### config.mk
export PLATFORM = sky130hd
export DESIGN_NAME = set_assoc_cache_level
export DESIGN_NICKNAME = d
export VERILOG_FILES = /design/src/rtl/set_assoc_cache_level.sv
export SDC_FILE = /design/constraint.sdc
export NUM_CORES = 1
export LEC_CHECK = 0
export BUFFER_PORTS_ARGS = -buffer_cell sky130_fd_sc_hd__buf_4
export CORE_MARGIN = 5
export CORE_UTILIZATION = 50
export CTS_BUF_LIST = sky130_fd_sc_hd__clkbuf_4
export DETAILED_ROUTE_END_ITERATION = 7
export PLACE_DENSITY_LB_ADDON = 0.2
export REMOVE_ABC_BUFFERS = 1
export SETUP_SLACK_MARGIN = 0.3
export SYNTH_ARGS = -nofsm -noshare
export SYNTH_HDL_FRONTEND = slang
export SYNTH_SLANG_ARGS = --single-unit
### constraint.sdc
create_clock -name clk -period 3.5 [get_ports clk]
set_input_delay 0.7 -clock clk [delete_from_list [all_inputs] [get_ports clk]]
set_output_delay 0.7 -clock clk [all_outputs]
set_load 0.05 [all_outputs]
### src/rtl/set_assoc_cache_level.sv
// N-way set-associative write-back cache level with true LRU replacement,
// dirty tracking and flush-invalidate. Misses go to the next level over a
// req/ack handshake; one request is in flight at a time.
module set_assoc_cache_level #(
    parameter int CACHE_TAG_WIDTH  = 4,
    parameter int CACHE_DATA_WIDTH = 4,
    parameter int OPCODE_WIDTH     = 2,
    parameter int SETS             = 4,
    parameter int WAYS             = 2
) (
    input  logic                                               clk,
    input  logic                                               rst_n,
    input  logic [OPCODE_WIDTH+CACHE_TAG_WIDTH+CACHE_DATA_WIDTH-1:0] vector_in,
    input  logic                                               in_valid,
    output logic                                               in_ready,
    output logic [CACHE_DATA_WIDTH-1:0]                        data_out,
    output logic                                               hit_miss_out,
    output logic                                               out_valid,
    output logic                                               mem_req,
    output logic                                               mem_we,
    output logic [CACHE_TAG_WIDTH-1:0]                         mem_addr,
    output logic [CACHE_DATA_WIDTH-1:0]                        mem_wdata,
    input  logic                                               mem_ack,
    input  logic [CACHE_DATA_WIDTH-1:0]                        mem_rdata
);
    localparam int SET_BITS = $clog2(SETS);
    localparam int AGE_BITS = $clog2(WAYS);
    localparam int TAG_BITS = CACHE_TAG_WIDTH - SET_BITS;
    localparam int VEC_W    = OPCODE_WIDTH + CACHE_TAG_WIDTH + CACHE_DATA_WIDTH;

    typedef enum logic [2:0] {IDLE, LOOKUP, WRITEBACK, FILL, RESPOND} state_t;
    typedef enum logic [1:0] {OP_NOP, OP_READ, OP_WRITE, OP_FLUSH} op_t;

    state_t state, state_next;

    // Per-way line state
    logic                        line_valid [SETS][WAYS];
    logic                        line_dirty [SETS][WAYS];
    logic [TAG_BITS-1:0]         line_tag   [SETS][WAYS];
    logic [CACHE_DATA_WIDTH-1:0] line_data  [SETS][WAYS];
    logic [AGE_BITS-1:0]         line_age   [SETS][WAYS];

    // Captured request and response bookkeeping
    op_t                         req_op;
    logic [CACHE_TAG_WIDTH-1:0]  req_addr;
    logic [CACHE_DATA_WIDTH-1:0] req_wdata;
    logic [AGE_BITS-1:0]         sel_way;
    logic                        sel_hit;
    logic [CACHE_DATA_WIDTH-1:0] resp_data;

    op_t                         in_op;
    logic [SET_BITS-1:0]         req_set;
    logic [TAG_BITS-1:0]         req_tag;

    // Lookup results for the captured request
    logic                        lk_hit, has_inv;
    logic [AGE_BITS-1:0]         hit_way, inv_way, lru_way, lk_way;
    logic                        lk_dirty, needs_wb;
    logic [CACHE_DATA_WIDTH-1:0] lk_data;

    assign in_op    = op_t'(vector_in[VEC_W-1 -: OPCODE_WIDTH]);
    assign req_set  = req_addr[SET_BITS-1:0];
    assign req_tag  = req_addr[CACHE_TAG_WIDTH-1:SET_BITS];
    assign in_ready = (state == IDLE);

    // Tag match, victim choice (lowest invalid way, else the oldest way)
    always_comb begin
        lk_hit  = 1'b0;
        has_inv = 1'b0;
        hit_way = '0;
        inv_way = '0;
        lru_way = '0;
        for (int unsigned w = 0; w < WAYS; w++) begin
            if (line_valid[req_set][AGE_BITS'(w)] && line_tag[req_set][AGE_BITS'(w)] == req_tag) begin
                lk_hit  = 1'b1;
                hit_way = AGE_BITS'(w);
            end
            if (!line_valid[req_set][AGE_BITS'(w)] && !has_inv) begin
                has_inv = 1'b1;
                inv_way = AGE_BITS'(w);
            end
            if (line_age[req_set][AGE_BITS'(w)] == AGE_BITS'(WAYS - 1))
                lru_way = AGE_BITS'(w);
        end
        lk_way   = lk_hit ? hit_way : (has_inv ? inv_way : lru_way);
        lk_dirty = line_valid[req_set][lk_way] && line_dirty[req_set][lk_way];
        lk_data  = line_data[req_set][lk_way];
        // a dirty hit is written back only when flushing; a dirty victim only when allocating
        needs_wb = lk_dirty && (lk_hit ? (req_op == OP_FLUSH) : (req_op != OP_FLUSH));
    end

    // State register
    always_ff @(posedge clk or negedge rst_n) begin
        if (!rst_n) state <= IDLE;
        else        state <= state_next;
    end

    // Next-state logic
    always_comb begin
        state_next = state;
        case (state)
            IDLE:      if (in_valid && in_op != OP_NOP) state_next = LOOKUP;
            LOOKUP: begin
                if (needs_wb)                          state_next = WRITEBACK;
                else if (!lk_hit && req_op == OP_READ) state_next = FILL;
                else                                   state_next = RESPOND;
            end
            WRITEBACK: if (mem_ack) state_next = (req_op == OP_READ) ? FILL : RESPOND;
            FILL:      if (mem_ack) state_next = RESPOND;
            RESPOND:   state_next = IDLE;
            default:   state_next = IDLE;
        endcase
    end

    // Request capture, next-level handshake outputs and response registers
    always_ff @(posedge clk or negedge rst_n) begin
        if (!rst_n) begin
            req_op       <= OP_NOP;
            req_addr     <= '0;
            req_wdata    <= '0;
            sel_way      <= '0;
            sel_hit      <= 1'b0;
            resp_data    <= '0;
            mem_req      <= 1'b0;
            mem_we       <= 1'b0;
            mem_addr     <= '0;
            mem_wdata    <= '0;
            out_valid    <= 1'b0;
            hit_miss_out <= 1'b0;
            data_out     <= '0;
        end else begin
            out_valid <= 1'b0;
            case (state)
                IDLE: begin
                    if (in_valid) begin
                        req_op    <= in_op;
                        req_addr  <= vector_in[CACHE_TAG_WIDTH+CACHE_DATA_WIDTH-1:CACHE_DATA_WIDTH];
                        req_wdata <= vector_in[CACHE_DATA_WIDTH-1:0];
                    end
                end
                LOOKUP: begin
                    sel_way   <= lk_way;
                    sel_hit   <= lk_hit;
                    // read misses overwrite this with the fill data
                    resp_data <= (req_op == OP_WRITE) ? req_wdata : (lk_hit ? lk_data : '0);
                    if (state_next == WRITEBACK) begin
                        mem_req   <= 1'b1;
                        mem_we    <= 1'b1;
                        mem_addr  <= lk_hit ? req_addr : {line_tag[req_set][lk_way], req_set};
                        mem_wdata <= lk_data;
                    end else if (state_next == FILL) begin
                        mem_req   <= 1'b1;
                        mem_we    <= 1'b0;
                        mem_addr  <= req_addr;
                        mem_wdata <= '0;
                    end
                end
                WRITEBACK: begin
                    if (mem_ack) begin
                        if (req_op == OP_READ) begin
                            mem_we    <= 1'b0;
                            mem_addr  <= req_addr;
                            mem_wdata <= '0;
                        end else begin
                            mem_req <= 1'b0;
                        end
                    end
                end
                FILL: begin
                    if (mem_ack) begin
                        mem_req   <= 1'b0;
                        resp_data <= mem_rdata;
                    end
                end
                RESPOND: begin
                    out_valid    <= 1'b1;
                    data_out     <= resp_data;
                    hit_miss_out <= sel_hit;
                end
                default: ;
            endcase
        end
    end

    // Line state and LRU ages, committed once per request in RESPOND
    always_ff @(posedge clk or negedge rst_n) begin
        if (!rst_n) begin
            for (int unsigned s = 0; s < SETS; s++) begin
                for (int unsigned w = 0; w < WAYS; w++) begin
                    line_valid[SET_BITS'(s)][AGE_BITS'(w)] <= 1'b0;
                    line_dirty[SET_BITS'(s)][AGE_BITS'(w)] <= 1'b0;
                    line_tag[SET_BITS'(s)][AGE_BITS'(w)]   <= '0;
                    line_data[SET_BITS'(s)][AGE_BITS'(w)]  <= '0;
                    line_age[SET_BITS'(s)][AGE_BITS'(w)]   <= AGE_BITS'(w);
                end
            end
        end else if (state == RESPOND) begin
            case (req_op)
                OP_FLUSH: begin
                    if (sel_hit) begin
                        line_valid[req_set][sel_way] <= 1'b0;
                        line_dirty[req_set][sel_way] <= 1'b0;
                    end
                end
                OP_READ, OP_WRITE: begin
                    line_valid[req_set][sel_way] <= 1'b1;
                    line_tag[req_set][sel_way]   <= req_tag;
                    if (req_op == OP_WRITE) begin
                        line_data[req_set][sel_way]  <= req_wdata;
                        line_dirty[req_set][sel_way] <= 1'b1;
                    end else if (!sel_hit) begin
                        line_data[req_set][sel_way]  <= resp_data;
                        line_dirty[req_set][sel_way] <= 1'b0;
                    end
                    for (int unsigned w = 0; w < WAYS; w++) begin
                        if (line_age[req_set][AGE_BITS'(w)] < line_age[req_set][sel_way])
                            line_age[req_set][AGE_BITS'(w)] <= line_age[req_set][AGE_BITS'(w)] + 1'b1;
                    end
                    line_age[req_set][sel_way] <= '0;
                end
                default: ;
            endcase
        end
    end
endmodule
* Yosys cells after proc, flatten, opt, wreduce, memory -nomap -nowiden
Index checks and enable logic that the tools add are counted.
Storage, ports and cells: output and inout bits 17, bits in registers 107, input port bits 18
Cells by class: bitwise gates (word level) 9, magnitude comparators 7, $add $sub $neg 2, equality and inequality tests 20, multiplexer cells 109, reduce and logical (&&, ||, !) cells 26
Operator list (count):
- two-way mux 8 bit | 13
- two-way mux 4 bit | 19
- bitwise mux 32 bit | 2
- two-way mux 32 bit | 2
- one-hot mux 8 bit (2 select lines) | 2
- two-way mux 1 bit | 31
- bitwise AND 8 bit | 3
- two-way mux 2 bit | 12
- one-hot mux 4 bit (2 select lines) | 3
- two-way mux 3 bit | 6
- binary-select mux 8 bit (select 2 bit) | 1
- bitwise mux 16 bit | 1
- bitwise mux 8 bit | 2
- demux 8 bit (select 2 bit) | 1
- OR 8 bit | 2
- binary-select mux 2 bit (select 2 bit) | 3
- demux 2 bit (select 2 bit) | 3
- equality test 3 x 2 -> 1 bit (second input constant) | 4
- inequality test 2 bit (second input constant) | 6
- one-hot mux 3 bit (4 select lines) | 1
- logical AND 1 bit | 9
- binary-select mux 4 bit (select 2 bit) | 1
- demux 4 bit (select 2 bit) | 1
- inverter 8 bit | 1
- 29 further kinds | 44

* Logic depth before layout (Yosys ltp)
Gate-level depths: netlist of run 1.
word-level depth 21, gate-level depth with buffers 11

* Least setup slack after synthesis of run 1
Ideal clock, no wire load.
path kind register -> register, from register state[1], to register req_addr[0], cell stages (with the launch flop) 5, clock period less this slack 2660 ps, arrival time 2535 ps, setup time 125 ps, path slack 840 ps, required time 3375 ps, path buffers 1, cell sequence dfrtp_1 > nor3_1 > and2_0 > clkbuf_1 > mux2_2
Between the ends: longest elaborated chain between the ends 2
RTL lines:
- from (decl) | line 34 | state_t state, state_next;
- from (signal assigned) | line 95 | else state <= state_next;
- logical NOT 3 bit
- net in_ready | line 15 | output logic in_ready,
- AND reduction 2 bit (no source line)
- to (signal assigned) | line 137 | req_addr <= vector_in[CACHE_TAG_WIDTH+CACHE_DATA_WIDTH-1:CACHE_DATA_WIDTH];
- to (decl) | line 45 | logic [CACHE_TAG_WIDTH-1:0] req_addr;
The timed path passes the listed nets, and every way through them passes these cells. A chain may end at the register's enable or synchronous reset.

* Worst setup path after layout of run 1
from register req_addr[0], to register mem_addr[0]
Between the ends: longest elaborated chain between the ends 20, elaborated cells between the ends (all ways) 53
RTL lines:
- inverter 2 -> 3 bit (not written as such)
- binary-select mux 4 bit (select 2 bit) or binary-select mux 2 bit (select 2 bit) (tied branches) | line 74, 78, 86
- two-way mux 4 bit (not written as such) or two-way mux 2 bit (tied branches) (2 in a row) | line 74, 78, 86
- equality test 2 bit or logical NOT 1 bit (tied branches) | line 74, 78
- logical AND 1 bit (on tied branches) | line 74, 78
- two-way mux 1 bit (on tied branches) | line 74, 78
- two-way mux 1 bit (on tied branches) | line 74, 85
- two-way mux 1 bit | line 85 | lk_way = lk_hit ? hit_way : (has_inv ? inv_way : lru_way);
- inverter 1 -> 2 bit (not written as such) | line 86 | lk_dirty = line_valid[req_set][lk_way] && line_dirty[req_set][lk_way];
- two-way mux 1 bit (not written as such) (3 in a row) | line 86
- logical AND 1 bit | line 86
- logical AND 1 bit | line 89 | needs_wb = lk_dirty && (lk_hit ? (req_op == OP_FLUSH) : (req_op != OP_FLUSH));
- two-way mux 3 bit | line 104 | if (needs_wb) state_next = WRITEBACK;
- one-hot mux 3 bit (4 select lines) | line 101 | case (state)
- equality test 3 x 2 -> 1 bit (on tied branches) | line 146, 151
- inequality test 3 bit (no source line) or two-way mux 4 bit (tied branches)
- AND reduction 4 bit (no source line) or one-hot mux 4 bit (2 select lines) (tied branches)
- to (signal assigned) | line 149 | mem_addr <= lk_hit ? req_addr : {line_tag[req_set][lk_way], req_set};
- to (signal assigned) | line 154 | mem_addr <= req_addr;
- to (signal assigned) | line 162 | mem_addr <= req_addr;
- to (decl) | line 21 | output logic [CACHE_TAG_WIDTH-1:0] mem_addr,
Parallel ways exist; a longest one is shown, timed or not. The select of a mux whose other input is x is not followed.

==> run metrics, run 1 <==
outcome complete, no violations; P_leak between 2 and 3 nW; critical path cell sequence buf_4 -> mux4_1 -> mux2i_1 -> nor3_1 -> o211a_1 -> o21a_1 -> a41oi_4 -> mux2_4; Synth Flop Type dfrtp_1; Post-route DRC 0; Yosys top cell by area dfrtp_1; Area Growth Syn to Fin 11.3%; Port Buffers 34; Synth Instances 455; Ant. Diodes 0; crit path kind register to register; unrepaired setup endpoints after global routing false; total congestion overflow 0; Post-CTS Resized 0; YS warnings 0; largest cells by area after synthesis dfrtp_1, mux4_2, mux2_2; max incr delay on CP approximately 0.6 ns; Starting Density 51.7%; EDFF count, synth 0; Yosys reg bits about 110; CTS Root Cell clkbuf_4; detailed-route wire length per cell approximately 18 um; Final ANT Viol Nets 0; post-cts hold buffer count 0; CTS tree done; clk_lat worst skew about 0.47 ns; dpl cells 608; CP Data Arrival Time 3.29 ns; first-pass GRT wire length 18800 um; final weighted congestion in routability-driven placement just under 0.9; CTS buffer count 9; DR vias/cell 5.72; Commonest cells post-synth dfrtp_1, nand2_1, a21oi_1, nor2_1, o21ai_0; mapped cell area 0.00510 sq mm; Hold Crit Class input pin to async pin; Max-Slew Margin vs Limit between 30% and 40%; critical path launch point type register; number of global-route vias before repair 3538; Fmax roughly 340 MHz; setup TNS 0 ns; DPL Wire Length between 8000 and 9000 um; core area 0.00986 sq mm; Cell Pwr Density 869 mW/mm^2; Total GRT Usage 19.1%; row cnt 36; Post-DP Area 0.00551 sq mm; largest buffer count on any clock path 2; Peak VDD IR 0.428 mV; Max Cap Viol 0; number of setup buffers added after CTS 0; Avg Synthesized Cell Area approximately 11 sq um; Setup Skew about 0.018 ns; post-synthesis cell type count 49; largest net degree at the start of global routing 57; WP buf/inv 1; actual slew at the worst max-slew pin 0.982 ns; area of the multi-input gates 0.00228 sq mm; Critical-path top delay cell dfrtp_1; Pre-Repair DR Iteration Count 5; Clock transition at path regs 0.17 ns; Starting DRT DRC Count 195; antenna violations before repair 0; DR vias approximately 3.6k; Fin. Hold Viols 0; count leader, synth dfrtp_1; nets@finish 507; sequential element share of the synthesized area about 53%; Die ar. between 0.01 and 0.015 sq mm; Crit path required time 3.87 ns; CTS sink cnt 107; utilization after layout 57.6%; # IOs 35; Final Cycle Share 83.4%; Finished Layout Cells 624; Seq. cell area approximately 0.0027 sq mm; hold slack 0.262 ns; die width 111 um; CP Capture Type register; Period minus WS final 2.92 ns; CP top delay family multiplexers; layout cells sized above 1 24.0%; post-route cell area 0.00568 sq mm; top-area cell type share of the netlist area 50.5%; fill count 843; drt total wl 11200 um; H-tree levels 3; Final Max Tran Viols 0; FFs w/ async S/R, synth 100%; Die Span Y around 110 um; Final setup viols 0; CP max FO 10
[placed cells by master, fill, tap and decap left out, drive strengths merged, types with 4 or more instances in the layout]
cell / n
buf: 45
a221oi: 4
nor2: 33
a32oi: 5
clkbuf: 9
nor2b: 5
nor3: 6
mux2i: 6
inv: 8
and2: 9
clkinv: 4
mux4: 18
mux2: 36
nand3: 11
dfstp: 4
nand2: 71
dfrtp: 103
a21oi: 33
xnor2: 4
a22o: 7
o31ai: 5
o21ai: 34
[layer usage]
layer / part of all wire (%) / global-route usage [%] / up-vias
met5: 0 / 0 / -
met4: 1.8 / 6.24 / 0
met3: 5.1 / 4.26 / 15
met2: 47 / 29.4 / 93
met1: 46 / 27.2 / 1766
li1: - / - / 1694
[layout make-up]
cell class | count | area share [%]
inverters | 7 | 0.463
clock buffers | 9 | 1.19
multi-input cells | 316 | 40.2
well taps | 133 | 2.93
flip-flops and latches | 107 | 47.2
repair buffers | 45 | 6.17
clock inverters | 7 | 1.78
[worst paths after layout]
check,start,depth (start not counted),slack [ns],end
max,req_addr[0]$_DFFE_PN0P_,8,0.58,mem_addr[0]$_DFFE_PN0P_
min,rst_n,1,0.26,async pin
max reg2reg,req_addr[0]$_DFFE_PN0P_,8,0.58,mem_addr[0]$_DFFE_PN0P_
min reg2reg,data_out[2]$_DFFE_PN0P_,2,0.50,data_out[2]$_DFFE_PN0P_
max in group asynchronous,rst_n,2,2.48,line_age[2]$_DFFE_PN1P_
min in group clk,vector_in[8],3,0.45,req_op[0]$_DFFE_PN0P_
[power by group]
| group | switching (W) | internal (W) |
|---|---|---|
| Combinational | 0.00121 | 0.000921 |
| Sequential | 0.000429 | 0.00166 |
| Clock | 0.000417 | 0.000296 |
[worst reg2reg max path: stages, from the launching register on]
cell	delay [ns]
dfrtp_1	0.60
buf_4	0.26
mux4_1	0.59
mux2i_1	0.15
nor3_1	0.08
o211a_1	0.23
o21a_1	0.21
a41oi_4	0.38
mux2_4	0.34
[logic make-up (layout without fill, tap and decap cells)]
kind of cell	count (synthesis)	in the layout	share of synthesized area, %
compound gates	99	99	12.5
xor+xnor	4	4	0.981
fa+ha+maj	3	3	0.736
buf+inv	32	68	2.62
flops	107	107	52.6
mux	60	60	17.4
simple gates	150	150	13.1
[through the flow]
stage          setup WS [ns]  power [W]
5_1_grt                0.363    0.00527
4_1_cts                0.536    0.00497
2_1_floorplan          0.282    0.00356
3_3_place_gp           0.639    0.00419
3_5_place_dp           0.587    0.00425
6_report               0.580    0.00493
Note: power is estimated with default switching activity, not from simulation.
==> run 2: changes to the inputs <==
==> constraint.sdc (replaced) <==
create_clock -name clk -period 3 [get_ports clk]
set_input_delay 0.6 -clock clk [delete_from_list [all_inputs] [get_ports clk]]
set_output_delay 0.6 -clock clk [all_outputs]
set_load 0.05 [all_outputs]
==> run metrics, run 2 (synthesis results as in run 1) <==
outcome complete, no violations (unchanged); CP max FO 5 (was 10); largest buffer count on any clock path 2 (unchanged); total congestion overflow 0 (unchanged); Starting DRT DRC Count 249 (was 195); Pre-Repair DR Iteration Count 5 (unchanged); clk_lat worst skew 0.47 ns (about the same); Starting Density 51.7% (unchanged); most frequent cells in the layout dfrtp_1, nand2_1, buf_4, nor2_1, o21ai_0 (was dfrtp_1, nand2_1, buf_4); drt total wl 11500 um (was 11200 um); Die Span Y 111 um (unchanged); DR vias 3599 (was 3568); CTS Root Cell clkbuf_4 (unchanged); die width 111 um (unchanged); nets@finish 523 (was 507); largest net degree at the start of global routing 57 (unchanged); Die ar. 0.0123 sq mm (unchanged); Setup Skew 0.0188 ns (was 0.0183 ns); P_leak 2.68 nW (was 2.59 nW); detailed-route wire length per cell 18.0 um (was 17.9 um); antenna violations before repair 0 (unchanged); area of the multi-input gates 0.00234 sq mm (was 0.00228 sq mm); crit path kind register to register (unchanged); fill count 815 (was 843); Area Growth Syn to Fin 14.9% (was 11.3%); Ant. Diodes 0 (unchanged); critical path launch point type register (unchanged); Clock transition at path regs 0.17 ns (about the same); Final Cycle Share 88.7% (was 83.4%); post-route cell area 0.00586 sq mm (was 0.00568 sq mm); unrepaired setup endpoints after global routing true (was false); CP top delay family multiplexers (unchanged); final weighted congestion in routability-driven placement 0.876 (was 0.894); # IOs 35 (unchanged); number of global-route vias before repair 3760 (was 3538); Final Max Tran Viols 0 (unchanged); row cnt 36 (unchanged); Hold Crit Class input pin to async pin (unchanged); CTS sink cnt 107 (unchanged); Fin. Hold Viols 0 (unchanged); CP Capture Type register (unchanged); Crit path required time 3.34 ns (was 3.87 ns); Total GRT Usage 19.8% (was 19.1%); H-tree levels 3 (unchanged); DR vias/cell 5.62 (was 5.72); critical path cell sequence buf_12 -> mux4_2 -> xnor2_2 -> and3_4 -> a31oi_4 -> buf_6 -> mux2_1 -> a221oi_2 -> o31ai_1 (was buf_4 -> mux4_1 -> mux2i_1 -> nor3_1 -> o211a_1 -> o21a_1 -> a41oi_4 -> mux2_4); Port Buffers 34 (unchanged); Critical-path top delay cell mux4_2 (was dfrtp_1); Max Cap Viol 0 (unchanged); core area 0.00986 sq mm (unchanged); WP buf/inv 2 (was 1); CP Data Arrival Time 3.00 ns (was 3.29 ns); Post-route DRC 0 (unchanged); CTS buffer count 9 (unchanged); post-cts hold buffer count 0 (unchanged); CTS tree done (unchanged); DPL Wire Length 8410 um (was 8250 um); Design Power 0.00595 W (was 0.00493 W); most common cell after layout, fill and taps aside dfrtp_1 (unchanged); layout cells sized above 1 29.0% (was 24.0%); Fmax 376 MHz (was 342 MHz); Final setup viols 0 (unchanged); Seq. cell area 0.00269 sq mm (was 0.00268 sq mm); Cell Pwr Density 1020 mW/mm^2 (was 869 mW/mm^2); Period minus WS final 2.66 ns (was 2.92 ns); actual slew at the worst max-slew pin 0.865 ns (was 0.982 ns); Max-Slew Margin vs Limit 42.3% (was 34.5%); Final ANT Viol Nets 0 (unchanged); Peak VDD IR 0.590 mV (was 0.428 mV); max incr delay on CP 0.54 ns (was 0.60 ns); Post-DP Area 0.00556 sq mm (was 0.00551 sq mm); first-pass GRT wire length 19700 um (was 18800 um)
-- run 2: changes by cell type in the layout (fill, tap and decap cells not counted), moves of 3 or more --
cell      before  now
inv_6          0    4
clkinv_4       3    0
buf_4         44   56
a221oi_1       4    0
a221oi_2       0    4
-- run 2: final timing paths --
| path | from | to | slack (ns) | cells past startpoint |
|---|---|---|---|---|
| worst max-delay path | req_addr[0]$_DFFE_PN0P_ | resp_data[1]$_DFFE_PN0P_ | 0.34 | 9 |
| worst min-delay path | rst_n | line_tag[1]$_DFFE_PN0P_ | 0.17 | 1 |
| worst max register to register | req_addr[0]$_DFFE_PN0P_ | resp_data[1]$_DFFE_PN0P_ | 0.34 | 9 |
| worst min register to register | data_out[2]$_DFFE_PN0P_ | data_out[2]$_DFFE_PN0P_ | 0.50 | 2 |
| max in group asynchronous | rst_n | mem_addr[3]$_DFFE_PN0P_ | 2.12 | 2 |
| min in group clk | vector_in[8] | req_op[0]$_DFFE_PN0P_ | 0.35 | 3 |
-- run 2: stage by stage --
step | cells | TNS (ns) | setup WS (ns) | utilization [%] | hold slack [ns]
floorplan | 430 | -1.18 | -0.218 | - | 0.304
global placement | 615 | 0 | 0.114 | 56.4 | 0.458
detailed placement | 615 | 0 | 0.0470 | 56.4 | 0.466
CTS | 637 | 0 | 0.303 | 58.7 | 0.169
global route | 640 | 0 | 0.261 | 59.4 | 0.207
finish | 640 | 0 | 0.339 | 59.4 | 0.172
-- run 2: repair_timing --
action,in CTS,in global routing
buffers inserted,6,3
setup endpoints to repair,13,14
pin swaps,1,2
resized for setup,5,11
hold endpoints to repair,0,0
-- run 2: cell type report --
type / instances / area share, %
timing repair buffer: 61 / 8.33
clock inverter: 7 / 1.45
multi-input combinational: 316 / 40.0
inverter: 7 / 0.448
tap: 133 / 2.84
sequential: 107 / 45.8
clock buffer: 9 / 1.15
-- run 2: power breakdown --
part	internal [W]	leakage, nW	switching [W]
clock	0.000271	0.0821	0.000506
sequential	0.00194	1.38	0.000462
combinational	0.00124	1.22	0.00153
total	0.00345	2.68	0.00250
-- run 2: metal layers --
| metal | vias up | share of wire [%] | global-route usage (%) |
|---|---|---|---|
| met5 | - | 0 | 0 |
| met4 | 0 | 1.6 | 5.83 |
| met3 | 19 | 3.8 | 3.93 |
| met2 | 73 | 50 | 32.6 |
| met1 | 1793 | 45 | 26.7 |
| li1 | 1714 | - | - |
